==> config.mk <==
export PLATFORM = sky130hd
export DESIGN_NAME = fifo_wr_arbiter_flat
export DESIGN_NICKNAME = d
export VERILOG_FILES = /design/src/rtl/fifo_wr_arbiter_pkg.sv /design/src/rtl/fifo_wr_arbiter_if.sv /design/src/rtl/fifo_wr_arbiter_rr_pick.sv /design/src/rtl/fifo_wr_arbiter.sv /design/src/flat_wrapper.sv
export SDC_FILE = /design/constraint.sdc
export NUM_CORES = 1
export LEC_CHECK = 0
export BUFFER_PORTS_ARGS = -buffer_cell sky130_fd_sc_hd__clkbuf_2
export CAP_MARGIN = 20
export CORE_MARGIN = 10
export CORE_UTILIZATION = 52
export CTS_BUF_LIST = sky130_fd_sc_hd__clkbuf_8
export CTS_CLUSTER_SIZE = 8
export DETAILED_ROUTE_END_ITERATION = 10
export HOLD_SLACK_MARGIN = 0.1
export PLACE_DENSITY_LB_ADDON = 0.25
export REMOVE_ABC_BUFFERS = 1
export SYNTH_ARGS = -nofsm -noshare
export SYNTH_HDL_FRONTEND = slang
export SYNTH_SLANG_ARGS = --single-unit
==> constraint.sdc <==
create_clock -name CLK -period 3 [get_ports CLK]
set_input_delay 0.3 -clock CLK [delete_from_list [all_inputs] [get_ports CLK]]
set_output_delay 0.3 -clock CLK [all_outputs]
set_load 0.02 [all_outputs]
==> src/rtl/fifo_wr_arbiter_pkg.sv <==
// Shared types and width helpers for the FIFO write-port arbiter.
package fifo_arb_pkg;

    typedef enum logic {
        IDLE  = 1'b0,
        GRANT = 1'b1
    } arb_state_t;

    function automatic int unsigned clog2(input int unsigned v);
        int unsigned r;
        r = 0;
        while ((64'd1 << r) < 64'(v)) r++;
        return r;
    endfunction

    // An ID field is never narrower than one bit, even for a single requester.
    function automatic int unsigned id_w(input int unsigned n);
        return (n < 2) ? 1 : clog2(n);
    endfunction

endpackage

==> src/rtl/fifo_wr_arbiter_if.sv <==
// Requester handshake plus FIFO write-side signals shared by the arbiter and its neighbours.
interface fifo_wr_arbiter_if
    import fifo_arb_pkg::*;
#(
    parameter int unsigned data_width = 8,
    parameter int unsigned NUM_REQ    = 2
);
    localparam int unsigned IDW = id_w(NUM_REQ);

    logic [NUM_REQ-1:0]            REQ_VALID;
    logic [NUM_REQ*data_width-1:0] REQ_DATA;
    logic [NUM_REQ-1:0]            REQ_LAST;
    logic [NUM_REQ-1:0]            REQ_READY;
    logic                          FULL;
    logic                          W_INC;
    logic [data_width-1:0]         WR_DATA;
    logic [IDW-1:0]                GRANT_ID;
    logic                          BUSY;
    logic                          BURST_CUT;

    modport master (
        output REQ_VALID, REQ_DATA, REQ_LAST, FULL,
        input  REQ_READY, W_INC, WR_DATA, GRANT_ID, BUSY, BURST_CUT
    );

    modport slave (
        input  REQ_VALID, REQ_DATA, REQ_LAST, FULL,
        output REQ_READY, W_INC, WR_DATA, GRANT_ID, BUSY, BURST_CUT
    );

endinterface

==> src/rtl/fifo_wr_arbiter_rr_pick.sv <==
// Combinational round-robin picker: first set bit of req at or above ptr, wrapping at NUM_REQ.
module rr_pick
    import fifo_arb_pkg::*;
#(
    parameter int unsigned NUM_REQ = 2,
    parameter int unsigned IDW     = id_w(NUM_REQ)
) (
    input  logic [NUM_REQ-1:0] i_req,
    input  logic [IDW-1:0]     i_ptr,
    output logic [IDW-1:0]     o_idx,
    output logic               o_found
);
    int unsigned w_j;

    always_comb begin
        o_idx   = '0;
        o_found = 1'b0;
        w_j     = 0;
        for (int unsigned k = 0; k < NUM_REQ; k++) begin
            w_j = (int'(i_ptr) + k) % NUM_REQ;
            if (!o_found && i_req[w_j]) begin
                o_found = 1'b1;
                o_idx   = IDW'(w_j);
            end
        end
    end

endmodule

==> src/rtl/fifo_wr_arbiter.sv <==
// Frame-aware round-robin arbiter driving the async FIFO write port through a 1-entry output register.
module fifo_wr_arbiter
    import fifo_arb_pkg::*;
#(
    parameter int unsigned data_width = 8,
    parameter int unsigned NUM_REQ    = 2,
    parameter int unsigned MAX_BURST  = 4
) (
    input  logic           CLK,
    input  logic           RST,
    fifo_wr_arbiter_if.slave bus
);
    localparam int unsigned IDW = id_w(NUM_REQ);
    localparam int unsigned CW  = clog2(MAX_BURST + 1);
    localparam logic [CW-1:0] CAP = CW'(MAX_BURST - 1);

    arb_state_t            r_state;
    logic [IDW-1:0]        r_owner;
    logic [IDW-1:0]        r_ptr;
    logic [CW-1:0]         r_cnt;
    logic                  r_out_vld;
    logic [data_width-1:0] r_out_data;
    logic                  r_cut;

    logic [IDW-1:0]        w_pick;
    logic                  w_found;
    logic                  w_own_vld;
    logic                  w_own_last;
    logic [data_width-1:0] w_own_data;
    logic                  w_grant;
    logic                  w_space;
    logic                  w_accept;
    logic                  w_winc;
    logic [IDW-1:0]        w_next_ptr;
    logic [NUM_REQ-1:0]    w_ready;

    rr_pick #(
        .NUM_REQ (NUM_REQ),
        .IDW     (IDW)
    ) u_pick (
        .i_req   (bus.REQ_VALID),
        .i_ptr   (r_ptr),
        .o_idx   (w_pick),
        .o_found (w_found)
    );

    always_comb begin
        w_own_vld  = 1'b0;
        w_own_last = 1'b0;
        w_own_data = '0;
        for (int unsigned i = 0; i < NUM_REQ; i++) begin
            if (r_owner == IDW'(i)) begin
                w_own_vld  = bus.REQ_VALID[i];
                w_own_last = bus.REQ_LAST[i];
                w_own_data = bus.REQ_DATA[i*data_width +: data_width];
            end
        end
    end

    // A beat may enter the output register only if it is empty or draining this cycle.
    assign w_grant    = (r_state == GRANT);
    assign w_space    = ~r_out_vld | ~bus.FULL;
    assign w_accept   = w_grant & w_space & w_own_vld;
    assign w_winc     = r_out_vld & ~bus.FULL;
    assign w_next_ptr = (r_owner == IDW'(NUM_REQ - 1)) ? '0 : r_owner + 1'b1;

    always_comb begin
        w_ready = '0;
        for (int unsigned i = 0; i < NUM_REQ; i++) begin
            w_ready[i] = w_grant & w_space & (r_owner == IDW'(i));
        end
    end

    always_ff @(posedge CLK or negedge RST) begin
        if (!RST) begin
            r_state    <= IDLE;
            r_owner    <= '0;
            r_ptr      <= '0;
            r_cnt      <= '0;
            r_out_vld  <= 1'b0;
            r_out_data <= '0;
            r_cut      <= 1'b0;
        end else begin
            r_cut <= 1'b0;
            if (w_accept) begin
                r_out_vld  <= 1'b1;
                r_out_data <= w_own_data;
            end else if (w_winc) begin
                r_out_vld  <= 1'b0;
            end
            case (r_state)
                IDLE: begin
                    if (w_found) begin
                        r_state <= GRANT;
                        r_owner <= w_pick;
                        r_cnt   <= '0;
                    end
                end
                GRANT: begin
                    if (w_accept) begin
                        if (w_own_last || (r_cnt == CAP)) begin
                            r_state <= IDLE;
                            r_ptr   <= w_next_ptr;
                            r_cut   <= ~w_own_last;
                        end else begin
                            r_cnt   <= r_cnt + 1'b1;
                        end
                    end
                end
                default: r_state <= IDLE;
            endcase
        end
    end

    assign bus.REQ_READY = w_ready;
    assign bus.W_INC     = w_winc;
    assign bus.WR_DATA   = r_out_data;
    assign bus.GRANT_ID  = r_owner;
    assign bus.BUSY      = w_grant;
    assign bus.BURST_CUT = r_cut;

endmodule

==> src/flat_wrapper.sv <==
// flat-port wrapper written by rule: the top's interface ports become plain ports
module fifo_wr_arbiter_flat import fifo_arb_pkg::*;
#(
    parameter int unsigned data_width = 8,
    parameter int unsigned NUM_REQ    = 2,
    parameter int unsigned MAX_BURST  = 4
)
  (CLK, RST, bus_REQ_VALID, bus_REQ_DATA, bus_REQ_LAST, bus_FULL, bus_REQ_READY, bus_W_INC, bus_WR_DATA, bus_GRANT_ID, bus_BUSY, bus_BURST_CUT);
  fifo_wr_arbiter_if #(.data_width(data_width), .NUM_REQ(NUM_REQ)) bus_i ();
  input  logic CLK;
  input  logic RST;
  input wire logic [$bits(bus_i.REQ_VALID)-1:0] bus_REQ_VALID;
  input wire logic [$bits(bus_i.REQ_DATA)-1:0] bus_REQ_DATA;
  input wire logic [$bits(bus_i.REQ_LAST)-1:0] bus_REQ_LAST;
  input wire logic [$bits(bus_i.FULL)-1:0] bus_FULL;
  output wire logic [$bits(bus_i.REQ_READY)-1:0] bus_REQ_READY;
  output wire logic [$bits(bus_i.W_INC)-1:0] bus_W_INC;
  output wire logic [$bits(bus_i.WR_DATA)-1:0] bus_WR_DATA;
  output wire logic [$bits(bus_i.GRANT_ID)-1:0] bus_GRANT_ID;
  output wire logic [$bits(bus_i.BUSY)-1:0] bus_BUSY;
  output wire logic [$bits(bus_i.BURST_CUT)-1:0] bus_BURST_CUT;
  assign bus_i.REQ_VALID = bus_REQ_VALID;
  assign bus_i.REQ_DATA = bus_REQ_DATA;
  assign bus_i.REQ_LAST = bus_REQ_LAST;
  assign bus_i.FULL = bus_FULL;
  assign bus_REQ_READY = bus_i.REQ_READY;
  assign bus_W_INC = bus_i.W_INC;
  assign bus_WR_DATA = bus_i.WR_DATA;
  assign bus_GRANT_ID = bus_i.GRANT_ID;
  assign bus_BUSY = bus_i.BUSY;
  assign bus_BURST_CUT = bus_i.BURST_CUT;
  fifo_wr_arbiter #(.data_width(data_width), .NUM_REQ(NUM_REQ), .MAX_BURST(MAX_BURST)) u_core (.CLK(CLK), .RST(RST), .bus(bus_i));
endmodule
==> results of run 1 <==
[synthesized netlist by cell type]
master,number,area share (%)
a21boi_2,1,1.3
a21oi_1,17,10
buf_4,1,0.88
and2_1,1,0.73
nand2_1,4,1.8
and2_4,1,1.0
buf_6,2,2.6
buf_2,2,1.2
a31oi_1,1,0.73
a21o_1,1,0.88
inv_1,4,1.8
and3_1,1,0.73
nor2b_1,3,2.2
nand4_4,1,2.5
mux2_4,1,1.8
ha_1,2,2.9
mux2_2,1,1.3
dfrtp_1,16,47
o21bai_1,1,0.88
o211ai_2,1,1.5
o31a_1,1,1.0
mux2i_1,13,15
[metrics by stage]
stage          total power [uW]  utilization [%]  setup slack (ps)
2_1_floorplan             802.6                -              1342
3_3_place_gp              967.6            66.42              1323
3_5_place_dp              987.9            66.42              1288
4_1_cts                    1180            70.69              1083
5_1_grt                    1251            70.69             992.2
6_report                   1171            70.69              1090
[timing repair]
item	in CTS	in global routing
endpoints found under the hold margin	16	0
hold buffers	1	0
gates resized for setup	0	0
[registers in the layout (all words and copies together), names as in the netlist]
signal	flops
u_core.bus.WR_DATA	8
u_core.r_cnt	3
u_core.bus.BURST_CUT	1
u_core.bus.BUSY	1
u_core.bus.GRANT_ID	1
u_core.r_out_vld	1
u_core.r_ptr	1
[layer usage]
| layer | vias up | global-route usage [%] | routed length [um] |
|---|---|---|---|
| li1 | 338 | - | - |
| met4 | 0 | 3.762 | 12 |
| met2 | 30 | 19.41 | 1026 |
| met3 | 2 | 4.802 | 249 |
| met1 | 327 | 12.56 | 760 |
| met5 | - | 0 | 0 |
[cell type report]
class	instances	area, um2	area share (%)
clock buffer	4	55.05	5.110
tap	16	20.02	1.858
multi-input combinational	51	396.6	36.82
inverter	4	15.01	1.394
timing repair buffer	37	190.2	17.65
sequential	16	400.4	37.17
[report_power, final]
part           internal [uW]  total, uW  switching, uW
registers                313        416            103
clock network            116        187           70.7
logic                    237        568            330
[placed cells by master (no fill, tap or decap), drive strengths merged]
master / instances
a21boi: 1
a21o: 1
a21oi: 17
a31oi: 1
and2: 2
and3: 1
clkbuf: 40
dfrtp: 16
dlygate4sd3: 1
ha: 2
inv: 4
mux2: 2
mux2i: 13
nand2: 4
nand4: 1
nor2b: 3
o211ai: 1
o21bai: 1
o31a: 1
[final timing paths]
kind / slack [ps] / endpoint / from / depth (start not counted)
min in group asynchronous: 500 / u_core.r_cnt[2]$_DFFE_PN0P_ / RST / 2
min: 290 / u_core.bus.GRANT_ID$_DFFE_PN0P_ / bus_REQ_VALID[0] / 2
min reg2reg: 500 / u_core.r_cnt[0]$_DFFE_PN0P_ / u_core.r_cnt[0]$_DFFE_PN0P_ / 1
max in group asynchronous: 2220 / u_core.bus.WR_DATA[5]$_DFFE_PN0P_ / RST / 2
max reg2reg: 1280 / u_core.bus.BURST_CUT$_DFF_PN0_ / u_core.bus.GRANT_ID$_DFFE_PN0P_ / 3
max: 1090 / bus_REQ_READY[0] / u_core.bus.BUSY$_DFF_PN0_ / 3
[logic make-up (layout without fill, tap and decap cells)]
family / count (synthesis) / in the layout / share of synthesized area, %
compound gates: 23 / 23 / 16.30
simple gates: 11 / 11 / 8.958
flops: 16 / 16 / 46.99
fa+ha+maj: 2 / 2 / 2.936
mux: 15 / 15 / 18.35
buf+inv: 9 / 45 / 6.461
[critical path, delay by kind of cell (launching register included)]
family	cells	cell delay, ps
compound gates	1	550
buf+inv	1	180
flops	1	430
simple gates	1	200
==> impl_metrics.py, run 1 <==
metrics = {
    "floorplanning": {
        "core-area_mm2": 0.001524,
        "initial_core_util_pct": 55.91,
        "rows": 14,
        "io-pin-count": 37,
        "dieArea_mm2": 0.003658,
        "die-width_um": 60.48,
        "dieHeight_um": 60.48,
    },
    "setup_path": {
        "criticalPathCategory": "reg -> out",
        "cp_slowest_cell": "a21boi_2",
        "start_kind": "register",
        "cpPeakStageDelay_ps": 550,
        "path_cells": "a21boi_2 > nor2b_1 > clkbuf_2",
        "required_ps": 2700,
        "crit_fanout": 13,
        "arrival_ps": 1610,
        "crit_path_end_kind": "output pin",
    },
    "outcome": {
        "status": "finished, final reports clean",
    },
    "sta": {
        "min_period_ps": 1910,
        "relSlewSlack_pct": 53.30,
        "final-hold-violation-count": 0,
        "fin_skew_ps": 4.049,
        "max_freq_ghz": 0.5235,
        "hold_ws_ps": 286.4,
        "worstMarginPinSlew_ps": 700.4,
        "maxSlewViolCount": 0,
        "finalCritPeriodShare_pct": 63.67,
        "rsz0062_at_grt": "no",
        "fin_tns_setup_ps": 0,
        "finalSetupViolations": 0,
    },
    "synth": {
        "yosysUniqueCellTypes": 22,
        "ys_seq_area_share_pct": 46.99,
        "ys_ff_latch": 16,
        "syn_area_um2": 852.1,
        "syn_avg_cell_area_um2": 11.21,
        "yosys_warnings": 0,
        "synthCells": 76,
    },
    "layout": {
        "design_area_mm2": 0.001077,
        "antenna_cells": 0,
        "synthToLayoutAreaGrowth_pct": 26.43,
        "final_net_count": 138,
        "num-fill-cells": 128,
        "drive_gt1_share_pct": 41.07,
        "finalNonFillerCells": 128,
    },
    "run": {
        "drv_cap": 0,
    },
    "drt": {
        "wirelength_mm": 2.049,
        "drc": 0,
        "detailroute.via_count": 697,
        "drtIter0Drc": 13,
        "avgViaCountPerCell": 5.445,
        "first_pass_iters": 4,
        "routedWlPerCell_um": 16.01,
        "final_antenna_net_count": 0,
    },
    "global_route": {
        "grt_pass1_vias": 729,
        "overflow": 0,
        "grt_max_degree": 17,
        "antenna_found_initial": 0,
        "grt_pass1_wl_mm": 3.270,
        "grt_usage_pct": 11.40,
    },
    "clock_tree": {
        "cts_made_buffers": 3,
        "clk_path_buf_depth": 2,
        "cts.clk_slew.worst_paths_ps": 60,
        "cts_tree": "done",
        "ctsHtreeMaxLevel": 1,
        "post-cts-setup-buffer-count": 0,
        "clock_latency_ps": 240,
        "clkSinkCount": 16,
        "root_buffer": "clkbuf_8",
    },
    "pwr": {
        "peakVddDrop_mv": 0.5663,
        "leakagePower_uw": 0.0005851,
        "p_per_area_mw_per_mm2": 1087,
    },
    "placement": {
        "place_area_mm2": 0.001012,
        "finalWeightedCongestion": 0.7913,
        "io_buffers": 36,
        "placed_cells_incl_taps": 123,
        "hpwl_mm": 1.587,
    },
    "hold_path": {
        "hold_class": "in -> reg",
    },
}
Note: power is estimated with default switching activity, not from simulation.
==> inputs of run 2 (changes only) <==
CORE_UTILIZATION = 43   (was 52)
clock period = 1.7 ns   (was 3 ns; I/O delays follow)
==> run 2 against run 1 <==
Against the previous run: worst hold slack lost 130 ps; non-clock buffer count increased by 3; largest power group unchanged; register-to-register slack worse by 1000 ps; highest routed layer unchanged; sequential share of layout area shrank 1.5 points; count of clock-buffer cells in the layout is the same; critical path depth is the same; via count decreased by 1.6%.
==> impl_metrics.py, run 2 (synthesis gave the netlist of run 1 again) <==
metrics = {
    "layout": {
        "finalNonFillerCells": 142,
        "layout_commonest_cell": "clkbuf_2",
        "drive_gt1_share_pct": 42.61,
        "final_net_count": 141,
        "antenna_cells": 0,
        "final_cell_mix": "clkbuf_2, a21oi_1, dfrtp_1",
        "synthToLayoutAreaGrowth_pct": 31.57,
        "num-fill-cells": 179,
        "largest_reg_flops": 8,
    },
    "placement": {
        "hpwl_mm": 1.592,
        "placed_cells_incl_taps": 137,
        "dp_slack_ps": 250.0,
        "finalWeightedCongestion": 0.7307,
        "io_buffers": 36,
    },
    "setup_path": {
        "required_ps": 1530,
        "crit_fanout": 7,
        "cpPeakStageDelay_ps": 430,
        "path_buf_inv": 1,
        "arrival_ps": 1380,
        "cp_slowest_cell": "dfrtp_1",
        "cp_top_family": "flip-flops",
        "path_cells": "a21boi_4 > nor2b_1 > clkbuf_2",
        "crit_path_end_kind": "output pin",
        "criticalPathCategory": "reg -> out",
        "start_kind": "register",
    },
    "drt": {
        "wl_met2_mm": 1.005,
        "drtIter0Drc": 15,
        "routedWlPerCell_um": 14.67,
        "drc": 0,
        "avgViaCountPerCell": 4.831,
        "first_pass_iters": 2,
        "wl_met3_um": 144,
        "wirelength_mm": 2.083,
        "detailroute.via_count": 686,
        "final_antenna_net_count": 0,
        "met1_length_um": 904,
        "top_layer": "met4",
    },
    "sta": {
        "rsz0062_at_grt": "no",
        "final-hold-violation-count": 0,
        "max_freq_ghz": 0.6443,
        "fin_tns_setup_ps": 0,
        "fin_skew_ps": 2.217,
        "finalCritPeriodShare_pct": 91.30,
        "worstMarginPinSlew_ps": 412.5,
        "min_period_ps": 1552,
        "maxSlewViolCount": 0,
        "finalSetupViolations": 0,
        "finalWorstSetupSlack_ps": 147.9,
        "relSlewSlack_pct": 72.50,
    },
    "global_route": {
        "grt_max_degree": 17,
        "antenna_found_initial": 0,
        "grt_pass1_wl_mm": 3.222,
        "grt_pass1_vias": 711,
        "grt_usage_pct": 9.653,
        "overflow": 0,
    },
    "floorplanning": {
        "rows": 16,
        "core-area_mm2": 0.001922,
        "die-width_um": 64.52,
        "initial_core_util_pct": 44.34,
        "dieHeight_um": 64.52,
        "dieArea_mm2": 0.004162,
        "io-pin-count": 37,
    },
    "run": {
        "drv_cap": 0,
    },
    "clock_tree": {
        "cts.clk_slew.worst_paths_ps": 60,
        "clk_path_buf_depth": 2,
        "cts_tree": "done",
        "root_buffer": "clkbuf_8",
        "ctsHtreeMaxLevel": 1,
        "clock_latency_ps": 250,
        "clkSinkCount": 16,
        "cts_made_buffers": 3,
        "post-cts-setup-buffer-count": 0,
    },
    "pwr": {
        "p_per_area_mw_per_mm2": 1905,
        "leakagePower_uw": 0.0006069,
        "peakVddDrop_mv": 0.9427,
    },
    "hold_path": {
        "hold_class": "in -> reg",
    },
    "outcome": {
        "status": "finished, final reports clean",
    },
}
## run 2: cell types whose count changed in the layout (fill, tap and decap cells not counted), sizes merged
cell,before,now
buf,0,3
## run 2: final timing paths
check | start | to | slack [ps] | depth (start not counted)
hold reg to reg | u_core.r_cnt[0]$_DFFE_PN0P_ | u_core.r_cnt[0]$_DFFE_PN0P_ | 520 | 1
setup reg to reg | u_core.r_cnt[0]$_DFFE_PN0P_ | u_core.r_cnt[0]$_DFFE_PN0P_ | 240 | 5
hold / removal | bus_REQ_VALID[0] | u_core.bus.GRANT_ID$_DFFE_PN0P_ | 160 | 2
setup / recovery | u_core.bus.BUSY$_DFF_PN0_ | bus_REQ_READY[0] | 150 | 3
max in group asynchronous | RST | u_core.r_ptr$_DFFE_PN0P_ | 1030 | 2
min in group asynchronous | RST | u_core.r_out_vld$_DFFE_PN0P_ | 380 | 2
## run 2: per-layer routing
metal / up-vias / global-route usage [%]
met5: - / 0
met4: 0 / 4.011
met3: 2 / 4.296
met2: 21 / 15.27
met1: 315 / 11.09
li1: 348 / -
## run 2: power breakdown
part | switching (uW) | internal, uW
Combinational | 637 | 476
Clock | 132 | 206
Sequential | 132 | 553
## run 2: what timing repair did
item	CTS	global route
endpoints found under the hold margin	16	0
endpoints found under the setup margin	0	2
hold buffers	1	0
resized for setup	0	1
## run 2: stage by stage
stage	instance area [um2]	util [%]	hold WS, ps	power, uW
floorplan	812.0	-	-125.6	1416
global route	1121	58.33	172.8	2296
global placement	1049	54.56	114.8	1774
CTS	1114	57.94	147.9	2156
finish	1121	58.33	158.5	2136
detailed placement	1049	54.56	123.2	1793
## run 2: area by class of cell
class	instances	area, um2	share of cell area (%)
repair buffers	40	212.7	18.97
multi-input cells	51	404.1	36.05
inverters	4	15.01	1.339
clock buffers	4	55.05	4.911
well taps	27	33.78	3.013
flip-flops and latches	16	400.4	35.71
